### config.mk
export PLATFORM = sky130hd
export DESIGN_NAME = mem_port_arbiter
export DESIGN_NICKNAME = d
export VERILOG_FILES = /design/src/rtl/lc3b_types.sv /design/src/rtl/mem_req_reg.sv /design/src/rtl/mem_port_arbiter.sv
export SDC_FILE = /design/constraint.sdc
export NUM_CORES = 1
export LEC_CHECK = 0
export BUFFER_PORTS_ARGS = -buffer_cell sky130_fd_sc_hd__buf_2
export CORE_UTILIZATION = 43
export DETAILED_ROUTE_END_ITERATION = 10
export PLACE_DENSITY = 0.8
export SLEW_MARGIN = 20
export SYNTH_ARGS = -nofsm -noshare
export SYNTH_HDL_FRONTEND = slang
export SYNTH_SLANG_ARGS = --single-unit
### constraint.sdc
create_clock -name clk -period 1.56 [get_ports clk]
set_input_delay 0.234 -clock clk [delete_from_list [all_inputs] [get_ports clk]]
set_output_delay 0.234 -clock clk [all_outputs]
set_load 0.05 [all_outputs]
### src/rtl/lc3b_types.sv
// Shared types for the memory-port arbiter: FSM states and the captured request.
package lc3b_types;

    localparam int ARB_ADDR_W = 16;
    localparam int ARB_DATA_W = 16;
    localparam int ARB_MASK_W = ARB_DATA_W / 8;

    typedef enum logic [1:0] {
        ARB_IDLE,
        ARB_I,
        ARB_D
    } arb_state_t;

    typedef struct packed {
        logic                  read;
        logic                  write;
        logic [ARB_MASK_W-1:0] wmask;
        logic [ARB_ADDR_W-1:0] address;
        logic [ARB_DATA_W-1:0] wdata;
    } mem_req_t;

endpackage

### src/rtl/mem_req_reg.sv
// Load-enabled request register; holds the granted request for the whole transaction.
module mem_req_reg
    import lc3b_types::*;
(
    input  logic     clk,
    input  logic     rst_n,
    input  logic     load,
    input  mem_req_t req_in,
    output mem_req_t req_out
);

    mem_req_t req_q;
    mem_req_t req_d;

    always_comb begin
        req_d = req_q;
        if (load) begin
            req_d = req_in;
        end
    end

    always_ff @(posedge clk or negedge rst_n) begin
        if (!rst_n) begin
            req_q <= '0;
        end else begin
            req_q <= req_d;
        end
    end

    assign req_out = req_q;

endmodule

### src/rtl/mem_port_arbiter.sv
// Round-robin arbiter sharing one memory port between CPU fetch (I) and data (D).
module mem_port_arbiter
    import lc3b_types::*;
#(
    parameter int ADDR_W = ARB_ADDR_W,
    parameter int DATA_W = ARB_DATA_W
) (
    input  logic                clk,
    input  logic                rst_n,
    input  logic                i_read,
    input  logic [ADDR_W-1:0]   i_address,
    output logic                i_resp,
    output logic [DATA_W-1:0]   i_rdata,
    input  logic                d_read,
    input  logic                d_write,
    input  logic [DATA_W/8-1:0] d_wmask,
    input  logic [ADDR_W-1:0]   d_address,
    input  logic [DATA_W-1:0]   d_wdata,
    output logic                d_resp,
    output logic [DATA_W-1:0]   d_rdata,
    output logic                pmem_read,
    output logic                pmem_write,
    output logic [DATA_W/8-1:0] pmem_wmask,
    output logic [ADDR_W-1:0]   pmem_address,
    output logic [DATA_W-1:0]   pmem_wdata,
    input  logic                pmem_resp,
    input  logic [DATA_W-1:0]   pmem_rdata
);

    arb_state_t state_q, state_d;
    logic       last_d_q, last_d_d;
    logic       load;
    mem_req_t   req_in;
    mem_req_t   req_q;
    logic       i_req, d_req;
    logic       grant_i, grant_d;
    logic       busy;

    assign i_req   = i_read;
    assign d_req   = d_read | d_write;
    // On conflict, D wins only if I was the last side served.
    assign grant_d = d_req & (~i_req | ~last_d_q);
    assign grant_i = i_req & ~grant_d;

    always_comb begin
        state_d  = state_q;
        last_d_d = last_d_q;
        load     = 1'b0;
        req_in   = '0;
        unique case (state_q)
            ARB_IDLE: begin
                if (grant_i) begin
                    state_d        = ARB_I;
                    last_d_d       = 1'b0;
                    load           = 1'b1;
                    req_in.read    = 1'b1;
                    req_in.wmask   = '1;
                    req_in.address = i_address;
                end else if (grant_d) begin
                    state_d        = ARB_D;
                    last_d_d       = 1'b1;
                    load           = 1'b1;
                    req_in.read    = d_read & ~d_write;
                    req_in.write   = d_write;
                    req_in.wmask   = d_wmask;
                    req_in.address = d_address;
                    req_in.wdata   = d_wdata;
                end
            end
            ARB_I, ARB_D: begin
                if (pmem_resp) begin
                    state_d = ARB_IDLE;
                end
            end
            default: state_d = ARB_IDLE;
        endcase
    end

    always_ff @(posedge clk or negedge rst_n) begin
        if (!rst_n) begin
            state_q  <= ARB_IDLE;
            last_d_q <= 1'b1;
        end else begin
            state_q  <= state_d;
            last_d_q <= last_d_d;
        end
    end

    mem_req_reg u_req (
        .clk     (clk),
        .rst_n   (rst_n),
        .load    (load),
        .req_in  (req_in),
        .req_out (req_q)
    );

    // Strobes are gated by state so an async reset drops them at once.
    assign busy         = (state_q != ARB_IDLE);
    assign pmem_read    = busy & req_q.read;
    assign pmem_write   = busy & req_q.write;
    assign pmem_wmask   = req_q.wmask;
    assign pmem_address = req_q.address;
    assign pmem_wdata   = req_q.wdata;

    assign i_resp  = (state_q == ARB_I) & pmem_resp;
    assign d_resp  = (state_q == ARB_D) & pmem_resp;
    assign i_rdata = i_resp ? pmem_rdata : '0;
    assign d_rdata = d_resp ? pmem_rdata : '0;

endmodule
==> results of run 1 <==
==> routing by layer <==
layer	GRT usage, %	wire (um)	vias to the layer above
met1	24.7	2630	992
met2	34.1	3270	79
li1	-	-	1010
met4	5.14	131	0
met3	5.69	298	15
met5	0	0	-
==> synth_stat cells (2+ instances only) <==
| master | count |
|---|---|
| sky130_fd_sc_hd__a21oi_1 | 3 |
| sky130_fd_sc_hd__a22o_1 | 16 |
| sky130_fd_sc_hd__and2_1 | 18 |
| sky130_fd_sc_hd__and3_1 | 32 |
| sky130_fd_sc_hd__buf_2 | 3 |
| sky130_fd_sc_hd__buf_4 | 34 |
| sky130_fd_sc_hd__buf_6 | 4 |
| sky130_fd_sc_hd__clkbuf_1 | 7 |
| sky130_fd_sc_hd__dfrtp_1 | 38 |
| sky130_fd_sc_hd__ha_1 | 3 |
| sky130_fd_sc_hd__inv_1 | 3 |
| sky130_fd_sc_hd__mux2i_1 | 16 |
| sky130_fd_sc_hd__nand2_1 | 19 |
| sky130_fd_sc_hd__nand2b_1 | 3 |
| sky130_fd_sc_hd__nor2_1 | 4 |
| sky130_fd_sc_hd__nor2b_1 | 2 |
| sky130_fd_sc_hd__nor3_1 | 2 |
| sky130_fd_sc_hd__o21ai_1 | 16 |
| sky130_fd_sc_hd__o22a_1 | 2 |
| sky130_fd_sc_hd__or2_1 | 2 |
==> where the power goes <==
group          switching (W)  internal (W)
combinational        0.00331       0.00179
clock               0.000311      0.000298
sequential          0.000237       0.00148
total                0.00386       0.00357
==> worst max path at each step <==
stage	to	slack, ps	startpoint
after floorplan	i_resp	20	state_q[1]
after global placement	i_rdata[9]	40	state_q[1]
after detailed placement	i_rdata[13]	-50	state_q[1]
after CTS	d_rdata[11]	-90	state_q[0]
after global routing	d_rdata[4]	-170	state_q[0]
final	i_rdata[10]	-140	state_q[0]
==> cell families (layout without fill, tap and decap cells) <==
group	after synthesis	in the layout	synth area share [%]
adder cells (fa/ha/maj)	3	3	1.61
AO/OA/AOI/OAI	43	43	13.3
multiplexers	16	16	6.85
AND/OR/NAND/NOR	84	84	20.5
buffers and inverters	52	165	16.0
flip-flops	39	39	41.8
==> sequential cells by signal, summed over array words and instances (netlist names) <==
name           flops
last_d_q           1
state_q            2
u_req.req_out     36
==> through the flow <==
step | setup slack (ps) | cells | instance area, sq um | utilization, %
2_1_floorplan | 22.3 | 237 | 2370 | -
3_3_place_gp | 35.8 | 407 | 2920 | 56.4
3_5_place_dp | -47.8 | 407 | 2920 | 56.4
4_1_cts | -93.4 | 416 | 3300 | 63.8
5_1_grt | -169 | 420 | 3490 | 67.5
6_report | -135 | 420 | 3490 | 67.5
==> layout make-up <==
class | count | area [sq um] | share of cell area, %
clock buffers | 6 | 72.6 | 2.08
inverters | 3 | 15.0 | 0.430
multi-input cells | 146 | 1150 | 33.1
flip-flops and latches | 39 | 977 | 28.0
well taps | 70 | 87.6 | 2.51
repair buffers | 156 | 1190 | 34.0
==> timing repair <==
item | CTS | global route
gates resized for setup | 85 | 45
pin swaps | 0 | 14
hold endpoints to repair | 18 | 0
hold buffers | 1 | 0
buffers inserted | 2 | 5
endpoints found under the setup margin | 38 | 38
==> out/results.env, run 1 <==
GRT_PASS1_WL_MM=8.57
SYNTH-SEQ-AREA-SHARE_PCT=41.8
CLOCK_SINK_COUNT=39
HOLD-WORST-SLACK_PS=159
WORSTREG2REGEND='u_req.req_out[33]'
MAX-VDD-IR-DROP_mV=1.35
WORST_HOLD_PATH.NUM_CELLS=2
VIAS=2096
MAX_FCLK_MHz=590
WORST_PATH_MAX_DELAY_CELL='sky130_fd_sc_hd__dfrtp_1'
GLOBALROUTE.TOTALOVERFLOW=0
LEAKAGE_POWER_SUMMED_OVER_ALL_CELLS_nW=1.81
UNREPAIRED_SETUP_ENDPOINTS_AFTER_GLOBAL_ROUTING='true'
DRT_DRC_VIOLATIONS_LEFT=0
FILLERINSTANCES=406
FINAL_HOLD_VIOL_COUNT=0
YS.WARNINGS.COUNT=0
CRIT_ARRIVAL_PS=1460
FLOORPLAN.DIE_AREA_SQ_UM=5730
SYNTH_CELL_TYPE_COUNT=30
FINALWIRELENGTH_MM=6.34
SYN_AREA_PER_CELL_SQ_UM=9.86
TOTALNEGATIVESETUPSLACK_PS=-3550
INITIAL_UTILIZATION_PCT=45.2
SYN2LAYOUT_AREA_GROWTH_PCT=49.5
MOSTFREQUENTLAYOUTCELLS='105 x sky130_fd_sc_hd__buf_2, 38 x sky130_fd_sc_hd__dfrtp_1, 22 x sky130_fd_sc_hd__buf_6, 19 x sky130_fd_sc_hd__nand2_1, 19 x sky130_fd_sc_hd__buf_8'
REPORT.FINAL.SLEW_VIOL_COUNT=0
CHIPWIDTH_UM=75.7
YS_DOMINANT_REG_CELL='sky130_fd_sc_hd__dfrtp_1'
CP_DATA_REQUIRED_TIME_PS=1330
DETAILEDROUTE.FIRSTPASSITERATIONCOUNT=4
KIND_OF_CELL_WITH_THE_HIGHEST_COMBINED_DELAY_ON_THE_CRITICAL_PATH='buffers and inverters'
NUMBER_OF_BUFFER_CELLS_ADDED_ON_PRIMARY_PORTS=141
N_ANTENNA_CELL=0
REPORT.POWER.TOTAL_W=0.00743
VIAS_IN_THE_FIRST_GLOBAL_ROUTE=1864
LAYOUT_COMMONEST_CELL='sky130_fd_sc_hd__buf_2'
VIA_COUNT_NORMALIZED_BY_INSTANCE_COUNT=4.99
CRIT_CHAIN='buf_6 > ha_4 > buf_12 > and3_2 > buf_6'
MAX_CAP_VIOL_COUNT=0
RESULT_OF_THE_RUN='complete, but fails checks'
HOLD_PATH_STARTPOINT='d_wdata[7]'
SYNTH-EDFF-COUNT=0
ANTENNA_VIOLATING_NETS_POST_ROUTE=0
FIN_CRIT_PERIOD_PS=1700
CP_NUM_BUF_INV=3
FINAL_NET_COUNT=426
POWERDENSITY_nW_PER_UM2=2130
SETUP.WORST_PATH.START_CLASS='register'
SYNTH-SEQ-CELLS=39
HOLDPATHEND='u_req.req_out[7]'
FIN_CRIT_SH_PCT=109
GRT_START_MAX_NET_PINS=38
NUMBER_OF_STANDARD_CELL_ROWS_IN_THE_FLOORPLAN=26
SYNTH_FP_NETS=312
VIOLATIONS_IN_THE_FINAL_REPORTS='setup timing'
CTS_ROOT_BUF='sky130_fd_sc_hd__clkbuf_8'
CP_MAX_FO=9
SYNTH.AREA.TOP_CELLS='sky130_fd_sc_hd__dfrtp_1 41%, sky130_fd_sc_hd__buf_4 11%, sky130_fd_sc_hd__and3_1 8.6%'
TIMING.CRITICAL_PATH.SLOWEST_CELL_DELAY_PS=400
SETUP_VIOL_COUNT_FINAL=38
TIMING.HOLD.WORST.CLASS='in2reg'
TIMING.CLOCK.SKEW_PS=4.08
PLACE.DETAILED.HPWL_MM=3.99
GLOBALROUTETOTALUTIL_PCT=19.9
MAX_SLEW.WORST_PIN.SLEW_PS=551
SYNTH_CELLS=237
SYN_AREA_SQ_UM=2340
TIMING.CRITICAL_PATH.TO_TYPE='output pin'
CRITICAL_PATH_CELL_COUNT=5
YS_ASYNC_SR_FRACTION_PCT=100
CTS_TREE='built'
WORSTREGTOREGCELLS=7
R2R-START='state_q[1]'
CLKLATENCYLATEPIN_PS=280
CRITICAL-PATH-TOP-CELL-BY-COUNT='sky130_fd_sc_hd__buf_6'
CLKSLEWWORSTSETUPHOLDPATHS_PS=70
NETLIST.TOP_CELL.BY_AREA='sky130_fd_sc_hd__dfrtp_1'
GLOBALPLACE.CONGESTION=0.760
CTS-ROOT-TO-SINK-BUFFERS=2
MAX-SLEW-MARGIN-REL_PCT=63.3
DRT-WIRELENGTH-PER-CELL_UM=15.1
TYPE_OF_THE_WORST_SETUP_PATH='reg2out'
ANTENNA_VIOLATIONS_BEFORE_REPAIR=0
REGTOREGSETUPSLACK_PS=-10
POST_ROUTE_CELLS_DRIVE_ABOVE_1_SHARE_PCT=57.1
FINAL.SETUP.WORST_SLACK_PS=-135
DETAIL_ROUTE.ITER0.VIOLATIONS=91
DIE_H_UM=75.7
FLOORPLAN_CORE_AREA_SQ_UM=5170
HTREE_LEVELS=2
CTS_MADE_BUFFERS=5
FLOORPLAN.IO_PINS=142
SYNTH_TOP_CELL_AREA_SHARE_PCT=40.7
Power figures use the tool's default switching activity.
==> inputs of run 2 (changes only) <==
- CORE_UTILIZATION: 43 -> 39
- PLACE_DENSITY: 0.8 -> 0.77
- SYNTH_HIERARCHICAL: unset -> 1
- clock period: 1.56 -> 1.5 ns (I/O delays scaled with it)
==> run 2 against run 1 <==
Effect of this change: the run still ends with setup timing left; critical endpoint is now u_req/req_out[29]; largest cell class is now multi-input combinational cells; sequential power rose by 3%; combinational power rose by 16%; final cell count did not move; first-iteration DRC count fell by 23%; synthesized cell count fell by 21%; routed wire length rose by 14%; worst setup slack got worse by 76 ps; critical path depth rose by 1.
==> out/results.env, run 2 <==
SYN_AREA_SQ_UM=2300  # -1.6%
DIE_H_UM=78.8  # +4.1%
ANTENNA_VIOLATING_NETS_POST_ROUTE=0  # unchanged
MOSTFREQUENTLAYOUTCELLS='105 x sky130_fd_sc_hd__buf_2, 38 x sky130_fd_sc_hd__dfrtp_1, 33 x sky130_fd_sc_hd__mux2_4, 31 x sky130_fd_sc_hd__buf_8, 27 x sky130_fd_sc_hd__and3_4'
FINAL.SETUP.WORST_SLACK_PS=-212  # -76.3 ps
REPORT.FINAL.SLEW_VIOL_COUNT=0  # unchanged
CRIT_ARRIVAL_PS=1880  # +420 ps
SYN2LAYOUT_AREA_GROWTH_PCT=70.5
P_INT_W=0.00442  # +24%
SYNTH_FP_NETS=263  # -16%
TIMING.HOLD.WORST.CLASS='in2reg'
CLKSLEWWORSTSETUPHOLDPATHS_PS=80  # about the same
LAYOUT_COMMONEST_CELL='sky130_fd_sc_hd__buf_2'
RESULT_OF_THE_RUN='complete, but fails checks'
SYN_AREA_PER_CELL_SQ_UM=12.2  # +24%
GLOBALROUTE.TOTALOVERFLOW=0  # unchanged
POWERDENSITY_nW_PER_UM2=2140  # +0.64%
YS_ASYNC_SR_FRACTION_PCT=100  # unchanged
SYNTH-SEQ-AREA-SHARE_PCT=42.5  # +0.66 points
SEQPWRFRAC_PCT=21.1  # -2.0 points
TIMING.CLOCK.SKEW_PS=5.32  # +1.24 ps
FINALWIRELENGTH_MM=7.23  # +14%
POST_ROUTE_CELLS_DRIVE_ABOVE_1_SHARE_PCT=72.7  # +16 points
TIMING.CRITICAL_PATH.TO_TYPE='register'
MAX_FCLK_MHz=584
COMBPWRFRAC_PCT=70.8  # +2.1 points
DETAIL_ROUTE.ITER0.VIOLATIONS=70  # -23%
DRT_DRC_VIOLATIONS_LEFT=0  # unchanged
SYNTH_CELL_TYPE_COUNT=26  # -13%
CHIPWIDTH_UM=78.8  # +4.1%
GLOBALPLACE.CONGESTION=0.778  # +2.4%
CTS_TREE='built'
VIAS_IN_THE_FIRST_GLOBAL_ROUTE=1989  # +6.7%
TIMING.CRITICAL_PATH.SLOWEST_CELL_DELAY_PS=420  # +20 ps
SETUP_VIOL_COUNT_FINAL=72  # +89%
CELLS_AFTER_DPL=398  # -2.2%
POST-PLACE-WS_PS=-127  # -79.0 ps
SETUP.WORST_PATH.START_CLASS='register'
NETLIST.TOP_CELL.BY_AREA='sky130_fd_sc_hd__dfrtp_1'
N_ANTENNA_CELL=0  # unchanged
FINAL_NET_COUNT=422  # -0.94%
FINALCOREUTILIZATION_PCT=69.9  # +2.4 points
CTS-ROOT-TO-SINK-BUFFERS=2  # unchanged
SYNTH-EDFF-COUNT=0  # unchanged
CLKLATENCYLATEPIN_PS=290  # about the same
LARGEST_REG_FLOPS=36  # unchanged
MAX_SLEW.WORST_PIN.SLEW_PS=552  # +1.44 ps
DETAILEDROUTE.FIRSTPASSITERATIONCOUNT=6  # +2
HTREE_LEVELS=2  # unchanged
PLACE.DETAILED.HPWL_MM=4.42  # +11%
FLOORPLAN.DIE_AREA_SQ_UM=6210  # +8.3%
ANTENNA_VIOLATIONS_BEFORE_REPAIR=0  # unchanged
MAX-SLEW-MARGIN-REL_PCT=63.2  # -0.096 points
SYNTH_TOP_CELL_AREA_SHARE_PCT=41.3  # +0.64 points
SYNTH.TOP_CELLS.BY_COUNT='38 x sky130_fd_sc_hd__dfrtp_1, 33 x sky130_fd_sc_hd__and3_1, 30 x sky130_fd_sc_hd__mux2_4'
MAX_CAP_VIOL_COUNT=0  # unchanged
NET-SWITCHING-POWER_W=0.00397  # +3.0%
SYNTH.MOST_COMMON_CELL='sky130_fd_sc_hd__dfrtp_1'
FILLER_FREE_CELL_COUNT_OF_THE_FINISHED_DESIGN=420  # unchanged
YS.WARNINGS.COUNT=6  # +6
SYNTH_CELLS=188  # -21%
FLOORPLAN.IO_PINS=142  # unchanged
REGTOREGSETUPSLACK_PS=-210  # -200 ps
GRT_PASS1_WL_MM=9.92  # +16%
NUMBER_OF_STANDARD_CELL_ROWS_IN_THE_FLOORPLAN=27  # +3.8%
CTS_ROOT_BUF='sky130_fd_sc_hd__clkbuf_8'
FIN_CRIT_PERIOD_PS=1710
CLOCK_POWER_SHARE_PCT=8.1  # about the same
NUMBER_OF_BUFFER_CELLS_ADDED_ON_PRIMARY_PORTS=141  # unchanged
CRIT_CHAIN='inv_2 > ha_4 > a21boi_4 > buf_12 > clkbuf_16 > mux2_4'
TYPE_OF_THE_WORST_SETUP_PATH='reg2reg'
KIND_OF_CELL_WITH_THE_HIGHEST_COMBINED_DELAY_ON_THE_CRITICAL_PATH='buffers and inverters'
INITIAL_UTILIZATION_PCT=41.0  # -4.2 points
UNREPAIRED_SETUP_ENDPOINTS_AFTER_GLOBAL_ROUTING='true'
GLOBALROUTETOTALUTIL_PCT=20.6  # +0.68 points
CP_DATA_REQUIRED_TIME_PS=1670  # +340 ps
GRT_START_MAX_NET_PINS=37  # -2.6%
POWER.SHARE.SWITCHING_PCT=47.3  # -4.6 points
CLOCK_SINK_COUNT=39  # unchanged
YS_DOMINANT_REG_CELL='sky130_fd_sc_hd__dfrtp_1'
FINAL_HOLD_VIOL_COUNT=0  # unchanged
VIAS=2129  # +1.6%
FLOORPLAN_CORE_AREA_SQ_UM=5610  # +8.4%
HOLD-WORST-SLACK_PS=167  # +7.74 ps
WORST_PATH_MAX_DELAY_CELL='sky130_fd_sc_hd__dfrtp_1'
MAX-VDD-IR-DROP_mV=1.30  # -4.0%
CP_MAX_FO=11  # +2
CTS_MADE_BUFFERS=5  # unchanged
FIN_CRIT_SH_PCT=114
LEAKAGE_POWER_SUMMED_OVER_ALL_CELLS_nW=2.07  # +14%
SYNTH.AREA.TOP_CELLS='sky130_fd_sc_hd__dfrtp_1 41%, sky130_fd_sc_hd__mux2_4 20%, sky130_fd_sc_hd__and3_1 9.0%'
CP_NUM_BUF_INV=3  # unchanged
VIA_COUNT_NORMALIZED_BY_INSTANCE_COUNT=5.07  # +1.6%
SYNTH-SEQ-CELLS=39  # unchanged
DRT-WIRELENGTH-PER-CELL_UM=17.2  # +14%
VIOLATIONS_IN_THE_FINAL_REPORTS='setup timing'
-- run 2: cells by family (layout without fill, tap and decap cells) --
| family | after synthesis | in the layout | share of synthesized area (%) |
|---|---|---|---|
| AND/OR/NAND/NOR | 63 | 64 | 16.9 |
| flip-flops | 39 | 39 | 42.5 |
| multiplexers | 36 | 36 | 22.5 |
| AO/OA/AOI/OAI | 28 | 28 | 9.68 |
| buffers and inverters | 19 | 178 | 6.80 |
| adder cells (fa/ha/maj) | 3 | 3 | 1.63 |
-- run 2: path summary, 6_finish.rpt --
path,depth (start not counted),end,start
max in group asynchronous,3,u_req/req_out[10],rst_n
max,6,u_req/req_out[29],state_q[1]
min in group asynchronous,2,u_req/req_out[26],rst_n
max reg2reg,6,u_req/req_out[29],state_q[1]
min reg2reg,1,u_req/req_out[21],u_req/req_out[21]
min,2,last_d_q,i_read
-- run 2: metal layers --
metal / global-route usage (%) / vias to the layer above / routed length (um)
li1: - / 998 / -
met1: 25.0 / 1047 / 2890
met2: 36.9 / 67 / 3920
met3: 3.68 / 17 / 253
met4: 6.36 / 0 / 165
met5: 0 / - / 0
-- run 2: cell type report --
class	count	area [sq um]
flip-flops and latches	39	977
well taps	72	90.1
inverters	3	11.3
multi-input cells	131	1390
repair buffers	167	1370
clock inverters	2	12.5
clock buffers	6	72.6
fillers	408	1690
-- run 2: timing repair --
action | in CTS | in global routing
buffers inserted | 1 | 9
pin swaps | 1 | 9
hold buffers | 1 | 0
hold endpoints to repair | 17 | 0
cloned | 0 | 3
resized for setup | 79 | 72
endpoints found under the setup margin | 72 | 72
-- run 2: power by group through the flow --
stage               clock network [W]  registers [W]  logic, W
floorplan                           0        0.00315   0.00264
global placement                    0        0.00176   0.00483
detailed placement                  0        0.00178   0.00492
CTS                          0.000705        0.00177   0.00519
global route                 0.000756        0.00183   0.00617
finish                       0.000680        0.00177   0.00594
-- run 2: stage by stage --
stage / power [W] / cell area [sq um] / TNS, ps
after floorplan: 0.00579 / 2370 / -3890
final: 0.00840 / 3920 / -12860
after global routing: 0.00875 / 3920 / -15910
after global placement: 0.00659 / 3150 / -3220
after CTS: 0.00767 / 3510 / -8800
after detailed placement: 0.00670 / 3150 / -5100
==> inputs of run 3 (changes only) <==
- PLACE_DENSITY: 0.77 -> unset
- PLACE_DENSITY_LB_ADDON: unset -> 0.1
==> run 3 against run 2 <==
Effect of this change: the run still ends with setup timing left; clock power is 51% higher; sequential power is essentially flat; via count is 1.6% lower; non-clock buffer count increased by 4; fmax increased by 0.40%; cell area grew 3.3%; critical path type is now reg2out; global-route usage is 1.7 points lower; critical endpoint is now i_rdata[11].
==> out/results.env, run 3 (synthesis gave the netlist of run 2 again) <==
TIMING.CRITICAL_PATH.SLOWEST_CELL_DELAY_PS=390  # -30 ps
PLACE.DETAILED.HPWL_MM=4.13  # -6.6%
RESULT_OF_THE_RUN='complete, but fails checks'
DETAIL_ROUTE.ITER0.VIOLATIONS=51  # -27%
WORST_PATH_MAX_DELAY_CELL='sky130_fd_sc_hd__dfrtp_1'
REPORT.FINAL.SLEW_VIOL_COUNT=0  # unchanged
GRT_START_MAX_NET_PINS=37  # unchanged
DRT-WIRELENGTH-PER-CELL_UM=16.6  # -3.5%
TIMING.HOLD.WORST.CLASS='in2reg'
GROUTE.LAYER.MET2.USAGE_PCT=31.6  # -5.3 points
GRT.MET1_USAGE_PCT=23.6  # -1.4 points
DIE_H_UM=78.8  # unchanged
KIND_OF_CELL_WITH_THE_HIGHEST_COMBINED_DELAY_ON_THE_CRITICAL_PATH='buffers and inverters'
WORSTREG2REGEND='u_req/req_out[28]'
SETUP.WORST_PATH.START_CLASS='register'
P_INT_W=0.00485  # +9.8%
SEQ_AREA_SQ_UM=977  # unchanged
WORSTREGTOREGCELLS=7  # +1
VIA_COUNT_NORMALIZED_BY_INSTANCE_COUNT=4.95  # -2.3%
GRT.MET3_USAGE_PCT=4.60  # +0.92 points
CP_DATA_REQUIRED_TIME_PS=1270  # -400 ps
FINAL_DESIGN_AREA_NO_FILL_SQ_UM=4050  # +3.3%
TIMING.CRITICAL_PATH.TO_TYPE='output pin'
REGTOREGSETUPSLACK_PS=-190  # +20 ps
NET-SWITCHING-POWER_W=0.00396  # -0.30%
UNREPAIRED_SETUP_ENDPOINTS_AFTER_GLOBAL_ROUTING='true'
MAX_SLEW.WORST_PIN.SLEW_PS=648  # +95.9 ps
DRT_DRC_VIOLATIONS_LEFT=0  # unchanged
ANTENNA_VIOLATIONS_BEFORE_REPAIR=0  # unchanged
DETAILEDROUTE.FIRSTPASSITERATIONCOUNT=4  # -2
POWER.SHARE.SWITCHING_PCT=44.9  # -2.4 points
HTREE_LEVELS=2  # unchanged
CLKLATENCYLATEPIN_PS=290  # about the same
CTS_MADE_BUFFERS=5  # unchanged
GLOBALROUTE.TOTALOVERFLOW=0  # unchanged
COMBPWRFRAC_PCT=68.0  # -2.8 points
CTS-ROOT-TO-SINK-BUFFERS=2  # unchanged
CLOCK_SINK_COUNT=39  # unchanged
INITIAL_UTILIZATION_PCT=41.0  # unchanged
FILLERINSTANCES=416  # +2.0%
MAX-VDD-IR-DROP_mV=1.10  # -15%
AREA_TAKEN_BY_MULTI_INPUT_LOGIC_GATES_SQ_UM=1420  # +2.0%
FINAL.SETUP.WORST_SLACK_PS=-205  # +6.74 ps
GRT_MOST_USED_LAYER='met2'
POST_ROUTE_CELLS_DRIVE_ABOVE_1_SHARE_PCT=73.8  # +1.1 points
FINAL_HOLD_VIOL_COUNT=0  # unchanged
ANTENNA_VIOLATING_NETS_POST_ROUTE=0  # unchanged
FIN_CRIT_PERIOD_PS=1700  # -6.74 ps
POWERDENSITY_nW_PER_UM2=2180  # +1.7%
MAX_CAP_VIOL_COUNT=0  # unchanged
SYN2LAYOUT_AREA_GROWTH_PCT=76.0
FLOORPLAN.DIE_AREA_SQ_UM=6210  # unchanged
VIAS_IN_THE_FIRST_GLOBAL_ROUTE=1879  # -5.5%
LEAKAGE_POWER_SUMMED_OVER_ALL_CELLS_nW=2.12  # +2.4%
REPORT.POWER.TOTAL_W=0.00882  # +5.0%
PLACED_AREA_SQ_UM=3160  # +0.24%
GLOBALROUTETOTALUTIL_PCT=18.9  # -1.7 points
NUMBER_OF_BUFFER_CELLS_ADDED_ON_PRIMARY_PORTS=141  # unchanged
CRIT_ARRIVAL_PS=1480  # -400 ps
CRITICAL_PATH_CELL_COUNT=5  # -1
CRIT_CHAIN='inv_2 > ha_4 > buf_6 > and3_4 > buf_8'
SETUP_VIOL_COUNT_FINAL=72  # unchanged
CTS_ROOT_BUF='sky130_fd_sc_hd__clkbuf_8'
CHIPWIDTH_UM=78.8  # unchanged
FIN_CRIT_SH_PCT=114  # -0.45 points
SEQPWRFRAC_PCT=20.2  # -0.9 points
TIMING.CLOCK.SKEW_PS=6.66  # +1.35 ps
VIOLATIONS_IN_THE_FINAL_REPORTS='setup timing'
FLOORPLAN_CORE_AREA_SQ_UM=5610  # unchanged
GRT_PASS1_WL_MM=9.09  # -8.3%
CLOCK_POWER_SHARE_PCT=11.7  # +3.6 points
FINAL_NET_COUNT=425  # +0.71%
R2R-START='state_q[1]'
TYPE_OF_THE_WORST_SETUP_PATH='reg2out'
LAYOUT_COMMONEST_CELL='sky130_fd_sc_hd__buf_2'
GLOBALPLACE.CONGESTION=0.762  # -2.1%
CRIT_PATH_END='i_rdata[11]'
CP_MAX_FO=8  # -3
FINALCOREUTILIZATION_PCT=72.2  # +2.3 points
MOSTFREQUENTLAYOUTCELLS='105 x sky130_fd_sc_hd__buf_2, 38 x sky130_fd_sc_hd__dfrtp_1, 36 x sky130_fd_sc_hd__mux2_4, 35 x sky130_fd_sc_hd__buf_8, 32 x sky130_fd_sc_hd__and3_4'
FLOORPLAN.IO_PINS=142  # unchanged
WORST_HOLD_PATH.NUM_CELLS=2  # unchanged
MAX-SLEW-MARGIN-REL_PCT=56.8  # -6.4 points
CTS_TREE='built'
FINALWIRELENGTH_MM=7.03  # -2.8%
CP_NUM_BUF_INV=3  # unchanged
LARGEST_REG_FLOPS=36  # unchanged
CLKSLEWWORSTSETUPHOLDPATHS_PS=80  # about the same
N_ANTENNA_CELL=0  # unchanged
NUMBER_OF_STANDARD_CELL_ROWS_IN_THE_FLOORPLAN=27  # unchanged
HOLD-WORST-SLACK_PS=175  # +7.76 ps
VIAS=2094  # -1.6%
WORST_SETUP_PATH_STARTPOINT='state_q[1]'
MAX_FCLK_MHz=587  # +0.40%
[run 3: how the worst min path moves through the flow]
stage | startpoint | end | slack [ps]
floorplan | rst_n | state_q[0] | -70
global placement | rst_n | u_req/req_out[13] | 170
detailed placement | rst_n | u_req/req_out[13] | 170
CTS | i_read | last_d_q | 160
global route | i_read | last_d_q | 190
finish | i_read | last_d_q | 170
[run 3: worst reg2reg max path: stages, from the launching register on]
cell and delay (ps):
sky130_fd_sc_hd__dfrtp_1 390, sky130_fd_sc_hd__inv_2 100, sky130_fd_sc_hd__buf_6 110, sky130_fd_sc_hd__ha_4 160, sky130_fd_sc_hd__a21boi_4 210, sky130_fd_sc_hd__buf_6 150, sky130_fd_sc_hd__clkbuf_16 160, sky130_fd_sc_hd__mux2_4 300
[run 3: metrics by stage]
stage	TNS (ps)	std cells	setup WS (ps)
2_1_floorplan	-3890	188	-122
3_3_place_gp	-2370	399	-88.0
3_5_place_dp	-3520	399	-114
4_1_cts	-9290	410	-150
5_1_grt	-15360	423	-253
6_report	-11750	423	-205
[run 3: area by class of cell]
class	count	area share, %
tap	72	2.22
clock inverter	2	1.48
timing repair buffer	171	35.1
clock buffer	6	1.79
inverter	3	0.278
multi-input combinational	130	35.0
sequential	39	24.1
[run 3: routing by layer]
layer / vias to the layer above / share of wire (%)
met5: - / 0
met4: 0 / 3.5
met3: 21 / 5.5
met2: 97 / 50
met1: 972 / 41
li1: 1004 / -
[run 3: power by group through the flow]
stage               logic [W]  registers [W]  clock network, W
detailed placement    0.00490        0.00178                 0
global route          0.00627        0.00185           0.00110
finish                0.00600        0.00178           0.00103
CTS                   0.00520        0.00178           0.00106
floorplan             0.00264        0.00315                 0
global placement      0.00484        0.00178                 0
[run 3: what timing repair did]
action                                  in CTS  in global routing
endpoints found under the setup margin      72                 72
setup buffers                                2                  9
gates resized for setup                     86                 79
hold buffers                                 1                  0
pin swaps                                    0                  7
cloned                                       0                  4
endpoints found under the hold margin       13                  0
